### src/rtl/joybus_rx_if.sv
// Joybus receiver bundle: raw bus line and receive window in, decoded bytes and frame status out.
interface joybus_rx_if;
  logic       JB_RX;
  logic       rx_en;
  logic [7:0] rx_data;
  logic       rx_vld;
  logic       rx_done;
  logic       rx_err;
  logic [5:0] rx_byte_cnt;

  modport slave  (input JB_RX, rx_en, output rx_data, rx_vld, rx_done, rx_err, rx_byte_cnt);
  modport master (output JB_RX, rx_en, input rx_data, rx_vld, rx_done, rx_err, rx_byte_cnt);
endinterface

### src/rtl/joybus_rx.sv
// Joybus receiver: decodes pulse-width bit cells on the open-drain line into bytes and
// reports per-frame status once the line stays idle or the response window times out.
module joybus_rx #(
  parameter int unsigned CYC_PER_US = 50,
  parameter int unsigned RESP_TO_US = 200
) (
  input  logic       clk,
  input  logic       rst_n,
  joybus_rx_if.slave bus
);

  localparam int unsigned SAMPLE  = 2 * CYC_PER_US;
  localparam int unsigned LOW_MIN = CYC_PER_US / 2;
  localparam int unsigned LOW_MAX = 4 * CYC_PER_US;
  localparam int unsigned IDLE_TO = 5 * CYC_PER_US;
  localparam int unsigned RESP_TO = RESP_TO_US * CYC_PER_US;
  localparam int unsigned TMR_MAX = (RESP_TO > LOW_MAX)
                                    ? ((RESP_TO > IDLE_TO) ? RESP_TO : IDLE_TO)
                                    : ((LOW_MAX > IDLE_TO) ? LOW_MAX : IDLE_TO);
  localparam int unsigned TW      = $clog2(TMR_MAX + 1);
  localparam int unsigned CW      = $clog2(SAMPLE + 1);

  localparam logic [2:0] S_IDLE       = 3'd0;
  localparam logic [2:0] S_WAIT_START = 3'd1;
  localparam logic [2:0] S_LOW        = 3'd2;
  localparam logic [2:0] S_HIGH       = 3'd3;
  localparam logic [2:0] S_DONE       = 3'd4;
  localparam logic [2:0] S_RECOVER    = 3'd5;

  logic [2:0]    state, state_nx;
  logic [1:0]    sync_q;
  logic          line, line_d, fall, rise, sample_now;
  logic [TW-1:0] tmr, tmr_nx;
  logic [CW-1:0] cell_tmr, cell_nx;
  logic          sampled, sampled_nx;
  logic [2:0]    bit_cnt, bit_cnt_nx;
  logic [5:0]    byte_cnt, byte_cnt_nx;
  logic [6:0]    shreg, shreg_nx;
  logic          err, err_nx;
  logic          need_low, need_low_nx;
  logic [7:0]    rx_data_q, rx_data_nx;
  logic          rx_vld_q, rx_vld_nx;
  logic          rx_done_q, rx_done_nx;
  logic          rx_err_q, rx_err_nx;
  logic [5:0]    rx_byte_cnt_q, rx_byte_cnt_nx;

  assign line = sync_q[1];
  assign fall = line_d & ~line;
  assign rise = ~line_d & line;
  // cell_tmr runs from each falling edge across both phases so the mid-cell sample lands in either
  assign sample_now = ((state == S_LOW) || (state == S_HIGH)) && !sampled &&
                      (cell_tmr == CW'(SAMPLE - 1));

  always_ff @(posedge clk or negedge rst_n) begin
    if (!rst_n) begin
      state         <= S_IDLE;
      sync_q        <= 2'b11;
      line_d        <= 1'b1;
      tmr           <= '0;
      cell_tmr      <= '0;
      sampled       <= 1'b0;
      bit_cnt       <= '0;
      byte_cnt      <= '0;
      shreg         <= '0;
      err           <= 1'b0;
      need_low      <= 1'b1;
      rx_data_q     <= '0;
      rx_vld_q      <= 1'b0;
      rx_done_q     <= 1'b0;
      rx_err_q      <= 1'b0;
      rx_byte_cnt_q <= '0;
    end else begin
      state         <= state_nx;
      sync_q        <= {sync_q[0], bus.JB_RX};
      line_d        <= line;
      tmr           <= tmr_nx;
      cell_tmr      <= cell_nx;
      sampled       <= sampled_nx;
      bit_cnt       <= bit_cnt_nx;
      byte_cnt      <= byte_cnt_nx;
      shreg         <= shreg_nx;
      err           <= err_nx;
      need_low      <= need_low_nx;
      rx_data_q     <= rx_data_nx;
      rx_vld_q      <= rx_vld_nx;
      rx_done_q     <= rx_done_nx;
      rx_err_q      <= rx_err_nx;
      rx_byte_cnt_q <= rx_byte_cnt_nx;
    end
  end

  always_comb begin
    state_nx       = state;
    tmr_nx         = tmr;
    cell_nx        = cell_tmr;
    sampled_nx     = sampled;
    bit_cnt_nx     = bit_cnt;
    byte_cnt_nx    = byte_cnt;
    shreg_nx       = shreg;
    err_nx         = err;
    need_low_nx    = need_low;
    rx_data_nx     = rx_data_q;
    rx_vld_nx      = 1'b0;
    rx_done_nx     = 1'b0;
    rx_err_nx      = rx_err_q;
    rx_byte_cnt_nx = rx_byte_cnt_q;

    if (((state == S_LOW) || (state == S_HIGH)) && (cell_tmr != CW'(SAMPLE)))
      cell_nx = cell_tmr + CW'(1);

    // One sampled bit per cell; bytes assemble MSB first
    if (sample_now) begin
      sampled_nx = 1'b1;
      shreg_nx   = {shreg[5:0], line};
      if (bit_cnt == 3'd7) begin
        bit_cnt_nx  = '0;
        byte_cnt_nx = (byte_cnt == 6'd63) ? byte_cnt : byte_cnt + 6'd1;
        rx_data_nx  = {shreg, line};
        rx_vld_nx   = 1'b1;
      end else begin
        bit_cnt_nx = bit_cnt + 3'd1;
      end
    end

    case (state)
      S_IDLE: begin
        if (need_low) begin
          if (!bus.rx_en) need_low_nx = 1'b0;
        end else if (bus.rx_en) begin
          state_nx    = S_WAIT_START;
          tmr_nx      = '0;
          cell_nx     = '0;
          sampled_nx  = 1'b0;
          bit_cnt_nx  = '0;
          byte_cnt_nx = '0;
          shreg_nx    = '0;
          err_nx      = 1'b0;
        end
      end
      S_WAIT_START: begin
        if (fall) begin
          state_nx   = S_LOW;
          tmr_nx     = '0;
          cell_nx    = '0;
          sampled_nx = 1'b0;
        end else if (tmr == TW'(RESP_TO - 1)) begin
          state_nx    = S_DONE;
          err_nx      = 1'b1;
          byte_cnt_nx = '0;
        end else begin
          tmr_nx = tmr + TW'(1);
        end
      end
      S_LOW: begin
        if (rise) begin
          state_nx = (tmr < TW'(LOW_MIN)) ? S_RECOVER : S_HIGH;
          if (tmr < TW'(LOW_MIN)) err_nx = 1'b1;
          tmr_nx = '0;
        end else if (tmr == TW'(LOW_MAX - 1)) begin
          state_nx = S_RECOVER;
          err_nx   = 1'b1;
          tmr_nx   = '0;
        end else begin
          tmr_nx = tmr + TW'(1);
        end
      end
      S_HIGH: begin
        if (fall) begin
          // A new cell starting before the previous one was sampled is a malformed bit
          if (!sampled && !sample_now) err_nx = 1'b1;
          state_nx   = S_LOW;
          tmr_nx     = '0;
          cell_nx    = '0;
          sampled_nx = 1'b0;
        end else if (tmr == TW'(IDLE_TO - 1)) begin
          state_nx = S_DONE;
          if (bit_cnt != 3'd1) err_nx = 1'b1;
        end else begin
          tmr_nx = tmr + TW'(1);
        end
      end
      S_DONE: begin
        rx_done_nx     = 1'b1;
        rx_err_nx      = err;
        rx_byte_cnt_nx = byte_cnt;
        need_low_nx    = 1'b1;
        state_nx       = S_IDLE;
      end
      S_RECOVER: begin
        if (!line) begin
          tmr_nx = '0;
        end else if (tmr == TW'(IDLE_TO - 1)) begin
          state_nx = S_DONE;
          err_nx   = 1'b1;
        end else begin
          tmr_nx = tmr + TW'(1);
        end
      end
      default: state_nx = S_IDLE;
    endcase

    // Closing the receive window abandons the frame silently
    if (!bus.rx_en && (state != S_IDLE) && (state != S_DONE)) begin
      state_nx   = S_IDLE;
      rx_vld_nx  = 1'b0;
      rx_data_nx = rx_data_q;
    end
  end

  assign bus.rx_data     = rx_data_q;
  assign bus.rx_vld      = rx_vld_q;
  assign bus.rx_done     = rx_done_q;
  assign bus.rx_err      = rx_err_q;
  assign bus.rx_byte_cnt = rx_byte_cnt_q;

endmodule

### src/flat_wrapper.sv
// flat-port wrapper written by rule: the top's interface ports become plain ports
module joybus_rx_flat 
#(
  parameter int unsigned CYC_PER_US = 50,
  parameter int unsigned RESP_TO_US = 200
)
  (clk, rst_n, bus_JB_RX, bus_rx_en, bus_rx_data, bus_rx_vld, bus_rx_done, bus_rx_err, bus_rx_byte_cnt);
  joybus_rx_if bus_i ();
  input  logic clk;
  input  logic rst_n;
  input wire logic [$bits(bus_i.JB_RX)-1:0] bus_JB_RX;
  input wire logic [$bits(bus_i.rx_en)-1:0] bus_rx_en;
  output wire logic [$bits(bus_i.rx_data)-1:0] bus_rx_data;
  output wire logic [$bits(bus_i.rx_vld)-1:0] bus_rx_vld;
  output wire logic [$bits(bus_i.rx_done)-1:0] bus_rx_done;
  output wire logic [$bits(bus_i.rx_err)-1:0] bus_rx_err;
  output wire logic [$bits(bus_i.rx_byte_cnt)-1:0] bus_rx_byte_cnt;
  assign bus_i.JB_RX = bus_JB_RX;
  assign bus_i.rx_en = bus_rx_en;
  assign bus_rx_data = bus_i.rx_data;
  assign bus_rx_vld = bus_i.rx_vld;
  assign bus_rx_done = bus_i.rx_done;
  assign bus_rx_err = bus_i.rx_err;
  assign bus_rx_byte_cnt = bus_i.rx_byte_cnt;
  joybus_rx #(.CYC_PER_US(CYC_PER_US), .RESP_TO_US(RESP_TO_US)) u_core (.clk(clk), .rst_n(rst_n), .bus(bus_i));
endmodule
### config.mk
export PLATFORM = sky130hd
export DESIGN_NAME = joybus_rx_flat
export DESIGN_NICKNAME = d
export VERILOG_FILES = /design/src/rtl/joybus_rx_if.sv /design/src/rtl/joybus_rx.sv /design/src/flat_wrapper.sv
export SDC_FILE = /design/constraint.sdc
export NUM_CORES = 1
export LEC_CHECK = 0
export ABC_AREA = 1
export CAP_MARGIN = 0
export CORE_ASPECT_RATIO = 1.75
export CORE_MARGIN = 2
export CORE_UTILIZATION = 25
export CTS_CLUSTER_DIAMETER = 60
export CTS_CLUSTER_SIZE = 40
export DETAILED_ROUTE_END_ITERATION = 10
export PLACE_DENSITY = 0.43
export SLEW_MARGIN = 20
export SYNTH_ARGS = -nofsm -noshare
export SYNTH_HDL_FRONTEND = slang
export SYNTH_SLANG_ARGS = --single-unit
### constraint.sdc
create_clock -name clk -period 1.6 [get_ports clk]
set_input_delay 0.32 -clock clk [delete_from_list [all_inputs] [get_ports clk]]
set_output_delay 0.32 -clock clk [all_outputs]
set_load 0.005 [all_outputs]
==> run_results.csv <==
group,metric,value,unit
min_path,hold_path_end,"u_core.sync_q[1]",
synth,synthTopCellsByArea,"dfrtp_1 (41%), nand2_1 (13%), inv_1 (6.6%), nand3_1 (5.9%), nor2_1 (5.0%)",
cells_and_area,layout.nets,597,
global_route,grt_pass1_wl,17000,µm
global_route,antenna_found_initial,0,
floorplan,start_util,25.4,%
cells_and_area,antennaDiodeCount,0,
placement,gp_congestion,0.899,
worst_setup_path,start_kind,"register",
cts,cts_sinks,63,
cts,numCtsBuffers,9,
worst_setup_path,path_max_fanout,5,
sta,drv_slew,0,
cells_and_area,fin_cells,769,
cells_and_area,drive_gt1_share,33.3,%
synth,synth.distinct_cells,31,
global_route,grt_pass1_vias,3581,
worst_setup_path,worst_path_max_delay_cell,"dfrtp_1",
route,drtAntennaViolNets,0,
sta,rsz0062_at_grt,"yes",
route,drt-total-wl,10200,µm
pwr,irDropWorstVdd,0.687,mV
sta,period_needed,1580,ps
synth,ys_ff_latch,63,
worst_setup_path,reg2reg_depth,9,
cells_and_area,postLayoutCellArea,5180,µm²
worst_setup_path,cp_top_family,"simple AND/OR/NAND/NOR gates",
synth,synth_xor_area_share,2.66,%
placement,io_buffers,20,
synth,synth.top_cell.area_share,40.7,%
floorplan,die_x,95.1,µm
synth,synthMuxAreaShare,0,%
sta,setup_viol,0,
sta,skew,5.67,ps
worst_setup_path,timing.rr.start,"u_core.tmr[0]",
route,drc_errors,0,
floorplan,core,14300,µm²
sta,worst_pin_slew,337,ps
cts,root_buffer,"clkbuf_16",
placement,post-dp-hpwl,7670,µm
synth,synth_compound_area_share,10.6,%
job,drv_cap,0,
cts,cts_buffer_depth,2,
cts,cts.clk_slew.worst_paths,60,ps
worst_setup_path,r2r_setup_slack,20,ps
sta,fin_crit_sh,99.0,%
pwr,power_density,1180,nW/µm²
worst_setup_path,cpMostUsedCell,"nand2_2",
pwr,p_leak,2.50,nW
cts,clkLatencyLatePin,340,ps
global_route,grt_max_degree,55,
worst_setup_path,slowest_delay,400,ps
floorplan,boundaryPins,21,
cells_and_area,area_growth,42.7,%
route,drt_iter0_markers,126,
outcome,outcome,"finished clean",
worst_setup_path,endpoint_kind,"register",
synth,syn_nets,500,
min_path,worstHoldStart,"u_core.sync_q[0]",
route,drtPass1Iterations,4,
min_path,holdCritPathClass,"reg -> reg",
placement,placedCellCount,745,
route,wire_per_inst,13.2,µm
sta,slew_headroom,77.5,%
worst_setup_path,arrival,1800,ps
sta,finalHoldViolCount,0,
synth,netlist_instances,487,
worst_setup_path,critPathKind,"reg -> reg",
synth,synth_area,3630,µm²
global_route,track_usage,14.3,%
min_path,hold_depth,0,
worst_setup_path,crit_chain,"buf_6 -> ha_4 -> nand3_4 -> nor2_4 -> nand2_2 -> nand2_2 -> nand4_1 -> o21ai_1 -> a21oi_1",
cells_and_area,fillers,1503,
synth,synth_area_per_cell,7.45,µm²
floorplan,fp.dieH,163,µm
synth,ys_seq_area_share,43.6,%
synth,synth_fa_ha_area_share,3.10,%
cells_and_area,final_common_cell,"nand2_1",
route,vias,3472,
cells_and_area,final_cell_mix,"nand2_1 (111), buf_4 (64), inv_1 (52), dfrtp_1 (50), nand3_1 (35)",
cts,cts_tree,"done",
cts,ctsHtreeMaxLevel,3,
route,viasPerCell,4.51,
synth,yosysTopAreaCell,"dfrtp_1",
worst_setup_path,r2r_end,"u_core.byte_cnt[0]",
floorplan,die_area,15500,µm²
worst_setup_path,crit_required,1820,ps
placement,place_area,4500,µm²
worst_setup_path,crit_buf_inv,1,
synth,synth_top_family_by_area,"simple AND/OR/NAND/NOR gates",
synth,synthSimpleGateAreaFrac,30.9,%
global_route,grt-ovfl-total,0,
synth,yosysWarningCount,0,
floorplan,num_rows,58,
sta,fmax,631,MHz
-- routing by layer --
layer,track usage [%],up-vias,part of all wire [%]
met4,6.92,0,3.3
met2,26.8,36,57
met1,14.7,1643,38
met3,2.81,22,1.6
met5,0,-,0
li1,-,1771,-
-- cells in the mapped netlist --
cell and count:
a21boi_0 1, or2_0 1, buf_2 2, nor3b_1 1, buf_6 2, nand2_1 127, nand3_2 4, nand4_1 15
o21ai_4 1, o211a_1 2, nand2_2 3, o21bai_1 2, inv_1 64, nor3_1 6, o21ai_2 1, clkbuf_1 1
xor2_1 10, a21oi_1 17, ha_1 9, o21ai_0 29, xnor2_1 1, nand3_1 43, o21ai_1 13, buf_4 3
nor2_1 48, inv_2 8, nor2_2 5, nor2_4 2, dfrtp_1 59, dfstp_2 4, a211oi_1 3
-- cell families after synthesis --
kind of cell | Yosys count
adder cells (fa/ha/maj) | 9
AND/OR/NAND/NOR | 255
buffers and inverters | 80
AO/OA/AOI/OAI | 69
flip-flops | 63
XOR/XNOR | 11
-- worst max path at each step --
stage	start	to	slack [ps]	depth (start not counted)
final	u_core.tmr[0]	u_core.byte_cnt[0]	20	9
after detailed placement	bus_rx_en	u_core.byte_cnt[0]	-160	6
after floorplan	u_core.cell_tmr[0]	u_core.byte_cnt[3]	90	11
after CTS	u_core.tmr[1]	u_core.err	-3	11
after global routing	u_core.tmr[1]	u_core.tmr[11]	-100	8
after global placement	bus_rx_en	u_core.cell_tmr[6]	-130	7
-- worst register-to-register path: cells and delay by family, from the launching register on --
kind	cells	cell delay, ps
flip-flops	1	400
AND/OR/NAND/NOR	5	590
adder cells (fa/ha/maj)	1	140
buffers and inverters	1	120
AO/OA/AOI/OAI	2	210
-- sequential cells by signal, indices dropped and copies added, names as in the netlist --
signal                  count
u_core.line_d               1
u_core.bus.rx_err           1
u_core.sampled              1
u_core.bus.rx_byte_cnt      6
u_core.shreg                7
u_core.bus.rx_data          8
u_core.bus.rx_done          1
u_core.state                3
u_core.err                  1
u_core.bit_cnt              3
u_core.tmr                 14
u_core.byte_cnt             6
u_core.need_low             1
u_core.bus.rx_vld           1
u_core.sync_q               2
u_core.cell_tmr             7
-- report_power, final --
part	internal [mW]	total (mW)	switching, mW	leakage [nW]
registers	1.74	1.87	0.125	0.844
clock network	1.20	1.93	0.734	0.142
logic	1.01	2.33	1.32	1.51
-- per-stage QoR --
| stage | hold slack, ps | setup slack, ps | total power, mW | utilization, % | TNS, ps |
|---|---|---|---|---|---|
| detailed placement | 208 | -160 | 3.94 | 31.5 | -3460 |
| global placement | 208 | -128 | 3.93 | 31.5 | -3830 |
| finish | 355 | 15.4 | 6.13 | 36.2 | 0 |
| floorplan | 24.4 | 90.4 | 3.02 | - | 0 |
| CTS | 356 | -2.62 | 5.99 | 34.3 | -2.62 |
| global route | 366 | -97.0 | 6.58 | 36.2 | -2100 |
-- final cells by class --
type	instances	area [µm²]	area share [%]
Multi-Input combinational cell	344	2000	38.5
Sequential cell	63	1590	30.8
Timing Repair Buffer	94	796	15.4
Inverter	72	278	5.36
Clock buffer	10	229	4.42
Tap cell	180	225	4.35
Clock inverter	6	61.3	1.18
-- what timing repair did --
item	CTS	global route
pin swaps	12	20
hold buffers	1	0
hold endpoints to repair	7	0
endpoints found under the setup margin	32	42
resized for setup	30	92
setup buffers	1	6
gates cloned	0	0
No activity file was read; power rests on OpenSTA's default activity.
